$ cat src/rtl/mac_pkg.sv
// Shared types and sizing constants for the multiply-accumulate block.
package mac_pkg;

    localparam int DATA_WIDTH_DEF = 32;
    localparam int CNT_W_DEF      = $clog2(DATA_WIDTH_DEF + 1);

    typedef enum logic [1:0] {
        IDLE = 2'd0,
        MULT = 2'd1,
        ACC  = 2'd2
    } mac_state_t;

    // Counter must hold the value DATA_WIDTH itself, hence the +1.
    function automatic int cnt_width(input int data_width);
        return $clog2(data_width + 1);
    endfunction

endpackage

$ cat src/rtl/seq_multiplier.sv
// Iterative shift-add unsigned multiplier: one multiplier bit per cycle,
// fixed DATA_WIDTH-cycle latency, product truncated to DATA_WIDTH bits.
module seq_multiplier
    import mac_pkg::*;
#(
    parameter int DATA_WIDTH = DATA_WIDTH_DEF
) (
    input  logic                  clk,
    input  logic                  rst,
    input  logic                  start,
    input  logic [DATA_WIDTH-1:0] a,
    input  logic [DATA_WIDTH-1:0] b,
    output logic [DATA_WIDTH-1:0] product,
    output logic                  done
);

    localparam int               CNT_W    = cnt_width(DATA_WIDTH);
    localparam logic [CNT_W-1:0] CNT_LOAD = CNT_W'(DATA_WIDTH);
    localparam logic [CNT_W-1:0] CNT_ONE  = CNT_W'(1);

    logic [DATA_WIDTH-1:0] mcand_q;
    logic [DATA_WIDTH-1:0] mplier_q;
    logic [DATA_WIDTH-1:0] product_q;
    logic [CNT_W-1:0]      cnt_q;

    always_ff @(posedge clk or negedge rst) begin
        if (!rst) begin
            mcand_q   <= '0;
            mplier_q  <= '0;
            product_q <= '0;
            cnt_q     <= '0;
        end else if (start) begin
            mcand_q   <= a;
            mplier_q  <= b;
            product_q <= '0;
            cnt_q     <= CNT_LOAD;
        end else if (cnt_q != '0) begin
            if (mplier_q[0]) begin
                product_q <= product_q + mcand_q;
            end
            mcand_q  <= mcand_q << 1;
            mplier_q <= mplier_q >> 1;
            cnt_q    <= cnt_q - CNT_ONE;
        end
    end

    // Asserted during the final iteration so the caller can leave on that edge.
    assign done    = (cnt_q == CNT_ONE);
    assign product = product_q;

endmodule

$ cat src/rtl/mac_unit.sv
// Sequential unsigned multiply-accumulate: start captures a/b, the shift-add
// core forms a*b, and one ACC cycle adds it into the wrapping accumulator.
//
// state | meaning
// ------+----------------------------------------------------------
// IDLE  | waiting for start; dout stable, busy low
// MULT  | shift-add core iterating, DATA_WIDTH cycles
// ACC   | add product into accumulator, then back to IDLE
module mac_unit
    import mac_pkg::*;
#(
    parameter int DATA_WIDTH = DATA_WIDTH_DEF
) (
    input  logic                  clk,
    input  logic                  rst,
    input  logic [DATA_WIDTH-1:0] a,
    input  logic [DATA_WIDTH-1:0] b,
    input  logic                  start,
    output logic [DATA_WIDTH-1:0] dout,
    output logic                  busy
);

    mac_state_t            state_q;
    mac_state_t            state_d;
    logic [DATA_WIDTH-1:0] acc_q;
    logic [DATA_WIDTH-1:0] product;
    logic                  mult_start;
    logic                  mult_done;

    // Starts arriving while an operation is in flight are simply dropped.
    assign mult_start = (state_q == IDLE) && start;

    seq_multiplier #(
        .DATA_WIDTH (DATA_WIDTH)
    ) u_mult (
        .clk     (clk),
        .rst     (rst),
        .start   (mult_start),
        .a       (a),
        .b       (b),
        .product (product),
        .done    (mult_done)
    );

    always_ff @(posedge clk or negedge rst) begin
        if (!rst) begin
            state_q <= IDLE;
        end else begin
            state_q <= state_d;
        end
    end

    always_comb begin
        state_d = state_q;
        case (state_q)
            IDLE:    if (start) state_d = MULT;
            MULT:    if (mult_done) state_d = ACC;
            ACC:     state_d = IDLE;
            default: state_d = IDLE;
        endcase
    end

    always_ff @(posedge clk or negedge rst) begin
        if (!rst) begin
            acc_q <= '0;
        end else if (state_q == ACC) begin
            acc_q <= acc_q + product;
        end
    end

    assign dout = acc_q;
    assign busy = (state_q != IDLE);

endmodule

$ cat config.mk
export PLATFORM = sky130hd
export DESIGN_NAME = mac_unit
export DESIGN_NICKNAME = d
export VERILOG_FILES = /design/src/rtl/mac_pkg.sv /design/src/rtl/seq_multiplier.sv /design/src/rtl/mac_unit.sv
export SDC_FILE = /design/constraint.sdc
export NUM_CORES = 1
export LEC_CHECK = 0
export CORE_MARGIN = 2
export CORE_UTILIZATION = 55
export DETAILED_ROUTE_END_ITERATION = 8
export GPL_TIMING_DRIVEN = 0
export MAX_ROUTING_LAYER = met4
export PLACE_DENSITY_LB_ADDON = 0.15
export SLEW_MARGIN = 20
export SYNTH_ARGS = -nofsm -noshare
export SYNTH_HDL_FRONTEND = slang
export SYNTH_HIERARCHICAL = 1
export SYNTH_SLANG_ARGS = --single-unit
$ cat constraint.sdc
create_clock -name clk -period 3.7 [get_ports clk]
set_input_delay 0.37 -clock clk [delete_from_list [all_inputs] [get_ports clk]]
set_output_delay 0.37 -clock clk [all_outputs]
set_load 0.02 [all_outputs]
Word level (Yosys, flattened, before mapping)
Index checks and enable logic that the tools add are counted.
{"block": "totals", "out_inout_bits": 33, "regBits": 136, "wordCells": 34, "in_bits": 67}
{"block": "classes", "eq_ne": 5, "muxes": 12, "reduce_logical": 8, "n_addsub": 3}
{"op": "two-way mux 32 bit", "n": 7}
{"op": "adder 32 bit", "n": 2}
{"op": "two-way mux 6 bit", "n": 2}
{"op": "== test 6 x 1 -> 1 bit (second input constant)", "n": 1}
{"op": "nonzero test 2 bit", "n": 3}
{"op": "nonzero test 6 bit", "n": 1}
{"op": "subtractor 6 x 1 -> 6 bit (second input constant)", "n": 1}
{"op": "two-way mux 2 bit", "n": 2}
{"op": "!= test 2 bit (second input constant)", "n": 2}
{"op": "case mux 2 bit (2 select lines)", "n": 1}
{"op": "AND reduction 2 bit", "n": 2}
{"op": "== test 2 x 1 -> 1 bit (second input constant)", "n": 1}
{"op": "== test 2 bit (second input constant)", "n": 1}
{"op": "zero test 2 bit", "n": 1}
{"op": "logical AND 1 bit", "n": 1}

Logic depth before layout (Yosys ltp)
Gate-level depths: netlist of run 1.
{"block": "logic_depth", "word_depth": 4, "depth_mapped": 11, "mapped_depth_nobuf": 11}

Modules after synthesis
Netlist of run 1, hierarchy kept.
{"module": "seq_multiplier", "instances": 1, "cells_per_inst": 685, "seq_area_each_um2": 2552.4, "area_per_inst_um2": 6174.7}
{"module": "mac_unit", "instances": 1, "cells_per_inst": 369, "seq_area_each_um2": 850.8, "area_per_inst_um2": 3031.7}

Least setup slack after synthesis of run 1
No wires, ideal clock.
{"block": "synth_path", "path_type": "register to register", "from": "reg acc_q[0], in the netlist dout[0]", "to": "reg acc_q[24], in the netlist dout[24]", "synth_period_minus_slack_ps": 2649, "required_ps": 3574, "n_path_buf": 0, "setup_time_ps": 126, "path_slack_ps": 1051, "arrival_ps": 2523, "stages_incl_launch_ff": 10, "path_cell_list": "dfrtp_1 -> ha_1 -> fa_1 -> a21o_1 -> a221oi_4 -> nor3_2 -> o2111ai_2 -> nand2_2 -> a211o_1 -> a221o_1"}
{"block": "synth_between", "elab_chain_cells": 1}
{"item": "start: declaration", "line_no": "mac_unit.sv:25", "rtl": "logic [DATA_WIDTH-1:0] acc_q;"}
{"item": "start signal: assignment", "line_no": "mac_unit.sv:67", "rtl": "acc_q <= acc_q + product;"}
{"item": "adder 32 bit", "line_no": "mac_unit.sv:67"}
Every way passes these cells.
A chain may end at the register's enable or synchronous reset.

Worst setup path after layout of run 1
{"block": "layout_path", "from": "reg state_q[1]", "to": "reg u_mult.product_q[4], in the netlist u_mult/product[4]"}
{"block": "layout_between", "elab_chain_cells": 4, "word_cells_on_any_way": 6, "cone_classes": "mux: 1; reduce/logical: 5"}
{"item": "start: declaration", "line_no": "mac_unit.sv:23", "rtl": "mac_state_t state_q;"}
{"item": "start signal: assignment", "line_no": "mac_unit.sv:49", "rtl": "state_q <= state_d;"}
{"item": "zero test 2 bit *", "line_no": "mac_unit.sv:31", "rtl": "assign mult_start = (state_q == IDLE) && start;"}
{"item": "logical AND 1 bit *", "line_no": "mac_unit.sv:31"}
{"item": "via mult_start", "line_no": "mac_unit.sv:27", "rtl": "logic mult_start;"}
{"item": "nonzero test 2 bit (no line)"}
{"item": "AND reduction 2 bit (no line)"}
{"item": "end signal: assignment", "line_no": "seq_multiplier.sv:39", "rtl": "product_q <= product_q + mcand_q;"}
{"item": "end: declaration", "line_no": "seq_multiplier.sv:23", "rtl": "logic [DATA_WIDTH-1:0] product_q;"}
Mark *: on every way through the listed nets, which the timed path passes. The rest lies on a longest branch.

==> out/qor.csv, run 1 <==
stage,metric,value,unit
outcome,status,completed,
die,die area,17790,µm²
die,Initial Util,55.91,%
layout,Nets,1307,
die,number of placement rows,47,
logic_synthesis,Post-synth EDFFs,0,
logic_synthesis,Avg Synthesized Cell Area,8.735,µm²
placed_design,Place WS,290.7,ps
detailed_routing,DRT antenna net count,0,
clock_network,total CTS buffers,17,
setup_path,Critical Path Start Type,register,
timing,Final Max Tran Viols,0,
worst_hold_path,HP Class,in -> async,
logic_synthesis,ys flop type,dfrtp_1,
setup_path,critical path type,reg -> reg,
placed_design,Final HPWL DP,17.75,mm
layout,fillers,1384,
logic_synthesis,Post-synth ARST share,100.0,%
clock_network,clk sinks,136,
power_and_ir_drop,Seq pwr share,29.0,%
clock_network,clk_lat worst skew,430,ps
detailed_routing,WL per Instance,16.42,µm
logic_synthesis,synthesized net count,1187,
setup_path,Worst EP arrival,3520,ps
logic_synthesis,Syn. warnings,6,
timing,Tmin final,3240,ps
clock_network,Worst-path clk slew,60,ps
timing,clk_skew,13.74,ps
power_and_ir_drop,power per cell area,816.7,nW/µm²
detailed_routing,DRT Pass-1 Iters,5,
clock_network,post-CTS sizing,0,
logic_synthesis,Yosys cell types,72,
setup_path,worst-path maximum fanout,10,
timing,max_slew headroom,49.77,%
clock_network,Max Buffers Root-to-Sink,2,
job,Max Cap Violations,0,
power_and_ir_drop,Psw,4005,µW
global_route,first-pass GRT wire length,38.48,mm
timing,final setup fails,0,
clock_network,root buffer cell,clkbuf_16,
setup_path,CP endpoint kind,register,
logic_synthesis,synthesized cell area,9206,µm²
detailed_routing,drt drc,0,
layout,Antenna Diode Count,0,
logic_synthesis,Mapped Cells,1054,
placed_design,placed instance area,10510,µm²
die,# IOs,100,
clock_network,CTS tree,yes,
power_and_ir_drop,combinational power share,52.6,%
timing,hold slack final,462.4,ps
global_route,initial antenna violation count,0,
timing,RSZ-0062 raised after global routing,no,
power_and_ir_drop,peak supply drop,0.3985,mV
placed_design,I/O Buffers,99,
die,Die W,133.4,µm
timing,Final Hold Fails,0,
power_and_ir_drop,switching share of total power,44.16,%
timing,Final Worst Setup Slack,460.1,ps
setup_path,critical path data required time,3980,ps
timing,Fmax,308.6,MHz
layout,Register Area,3403,µm²
layout,share of layout cells above drive strength 1,6.655,%
power_and_ir_drop,clock share of power,18.5,%
detailed_routing,WL final,23.10,mm
timing,Worst-Margin Slew,750.6,ps
setup_path,R2R setup slack,460,ps
power_and_ir_drop,leakage,0.004999,µW
global_route,vias in the first global route,7816,
logic_synthesis,register area share after synthesis,36.97,%
global_route,GR Overflow Total,0,
placed_design,RD Place Congestion,0.9778,
detailed_routing,Initial DRC Count,508,
power_and_ir_drop,Internal,5065,µW
die,Placeable Area,16470,µm²
layout,Final Cell Area,11110,µm²
clock_network,H-tree depth,4,
logic_synthesis,Yosys reg bits,136,
global_route,largest net degree at the start of global routing,74,
global_route,total track usage,27.96,%
die,Die Y,133.4,µm
detailed_routing,Via density,5.731,
timing,fin crit share,87.57,%
layout,area growth from synthesis to layout,20.63,%
layout,area of the multi-input gates,5505,µm²
detailed_routing,Vias,8064,
==> cell usage after synthesis, types with 3 or more instances <==
cell type    n  area share [%]
nand2_1    187             7.6
dfrtp_1    136              37
o21ai_0    122             6.6
a21oi_1     85             4.6
ha_1        64             8.7
mux2i_1     62             6.7
nor2_1      51             2.1
clkbuf_1    40             1.6
a21o_1      32             2.6
xnor2_1     28             2.7
nand4_1     19             1.3
xor2_1      19             1.8
inv_1       16            0.65
nor3_1      16            0.87
buf_2       13            0.71
nand3_1     12            0.65
a211oi_1    10            0.82
o21a_1       9            0.73
nand2b_1     8            0.54
nor2b_1      8            0.54
and3_1       7            0.48
o21ai_1      7            0.38
o21bai_1     6            0.49
o31ai_1      6            0.49
or2_2        6            0.41
a211o_1      5            0.48
and2_1       5            0.34
o211ai_1     5            0.41
a31o_2       4            0.38
nor3b_1      4            0.33
a221o_1      3            0.33
a31oi_1      3            0.20
and4_1       3            0.29
buf_1        3            0.12
nor4_1       3            0.20
==> power groups by stage <==
stage | clock network, µW | registers [µW] | logic, µW
after floorplan | 0 | 2550 | 3480
after global placement | 0 | 2630 | 4630
after detailed placement | 0 | 2650 | 4710
after CTS | 1710 | 2620 | 4740
after global routing | 1760 | 2710 | 5340
final | 1680 | 2630 | 4770
==> flip-flops by register name (all words and copies together) (netlist names) <==
name             count
dout                32
u_mult/mcand_q      32
u_mult/mplier_q     32
u_mult/product      32
u_mult/cnt_q         6
state_q              2
==> kinds of logic (layout without fill, tap and decap cells) <==
kind of cell	after synthesis	in the layout	synth area share [%]
and+or+nand+nor	339	339	16.51
AOI/OAI and AO/OA	328	328	22.49
DFF	136	136	36.97
buffers and inverters	73	206	3.235
adders and majority gates	66	66	9.133
muxes	65	65	7.190
xor gates and xnor gates	47	47	4.471
==> cell type report <==
type	instances	area share, %
plain buffers	57	2.141
clock buffers	18	3.954
clock inverters	14	1.363
inverters	16	0.5408
multi-input cells	845	49.57
flip-flops and latches	136	30.64
well taps	220	2.479
repair buffers	101	9.306
==> repair_timing <==
item | CTS | global route
hold endpoints to repair | 63 | 0
hold buffers | 1 | 0
buffers inserted | 0 | 0
==> per-layer routing <==
| metal | global-route usage (%) | routed length (µm) | up-vias | share of wire, % |
|---|---|---|---|---|
| li1 | - | - | 4050 | - |
| met4 | 8.924 | 444 | 0 | 1.9 |
| met3 | 4.033 | 952 | 37 | 4.1 |
| met5 | - | 0 | - | 0 |
| met2 | 44.42 | 10670 | 219 | 46 |
| met1 | 37.23 | 11020 | 3758 | 48 |
==> critical path: stages, from the launching register on <==
cell      delay, ps
dfrtp_1         410
or2_2           320
nor2_1          100
clkbuf_1        440
clkbuf_1        520
clkbuf_1        620
clkbuf_1        550
nor2_1          120
==> cells in the final DEF (no fill, tap or decap), drive strengths merged, types with 8 or more instances in the layout <==
cell	count
a211oi	12
mux2i	62
clkdlybuf4s50	98
o21ai	129
nand3	12
nor3	17
xnor2	28
o21a	9
ha	64
nand2b	8
nand2	188
xor2	19
a21oi	87
clkbuf	58
and3	9
nor2b	8
buf	19
nor2	51
inv	17
nand4	19
a21o	33
dfrtp	136
==> stage by stage <==
| step | util, % | power, µW | std cells | TNS, ps |
|---|---|---|---|---|
| global placement | 63.60 | 7260 | 1373 | -388860 |
| global route | 67.45 | 9815 | 1407 | 0 |
| CTS | 67.45 | 9071 | 1407 | 0 |
| finish | 67.45 | 9070 | 1407 | 0 |
| detailed placement | 63.80 | 7354 | 1374 | 0 |
| floorplan | - | 6034 | 1054 | 0 |
==> final timing paths <==
| path | from | endpoint | depth (start not counted) |
|---|---|---|---|
| setup / recovery | state_q[1]$_DFFE_PN0P_ | u_mult/product[4]$_DFFE_PN0P_ | 7 |
| hold / removal | rst | dout[4]$_DFFE_PN0N_ | 2 |
| setup reg to reg | state_q[1]$_DFFE_PN0P_ | u_mult/product[4]$_DFFE_PN0P_ | 7 |
| hold reg to reg | dout[31]$_DFFE_PN0N_ | dout[31]$_DFFE_PN0N_ | 1 |
| max in group asynchronous | rst | u_mult/mcand_q[27]$_DFFE_PN0P_ | 3 |
| min in group clk | dout[31]$_DFFE_PN0N_ | dout[31]$_DFFE_PN0N_ | 1 |
Note: power is estimated with default switching activity, not from simulation.
==> run 2, diff against run 1 <==
- CTS_CLUSTER_DIAMETER: unset -> 30
==> results of run 2 <==
The final DEF is identical to that of run 1; final timing and power are the same.
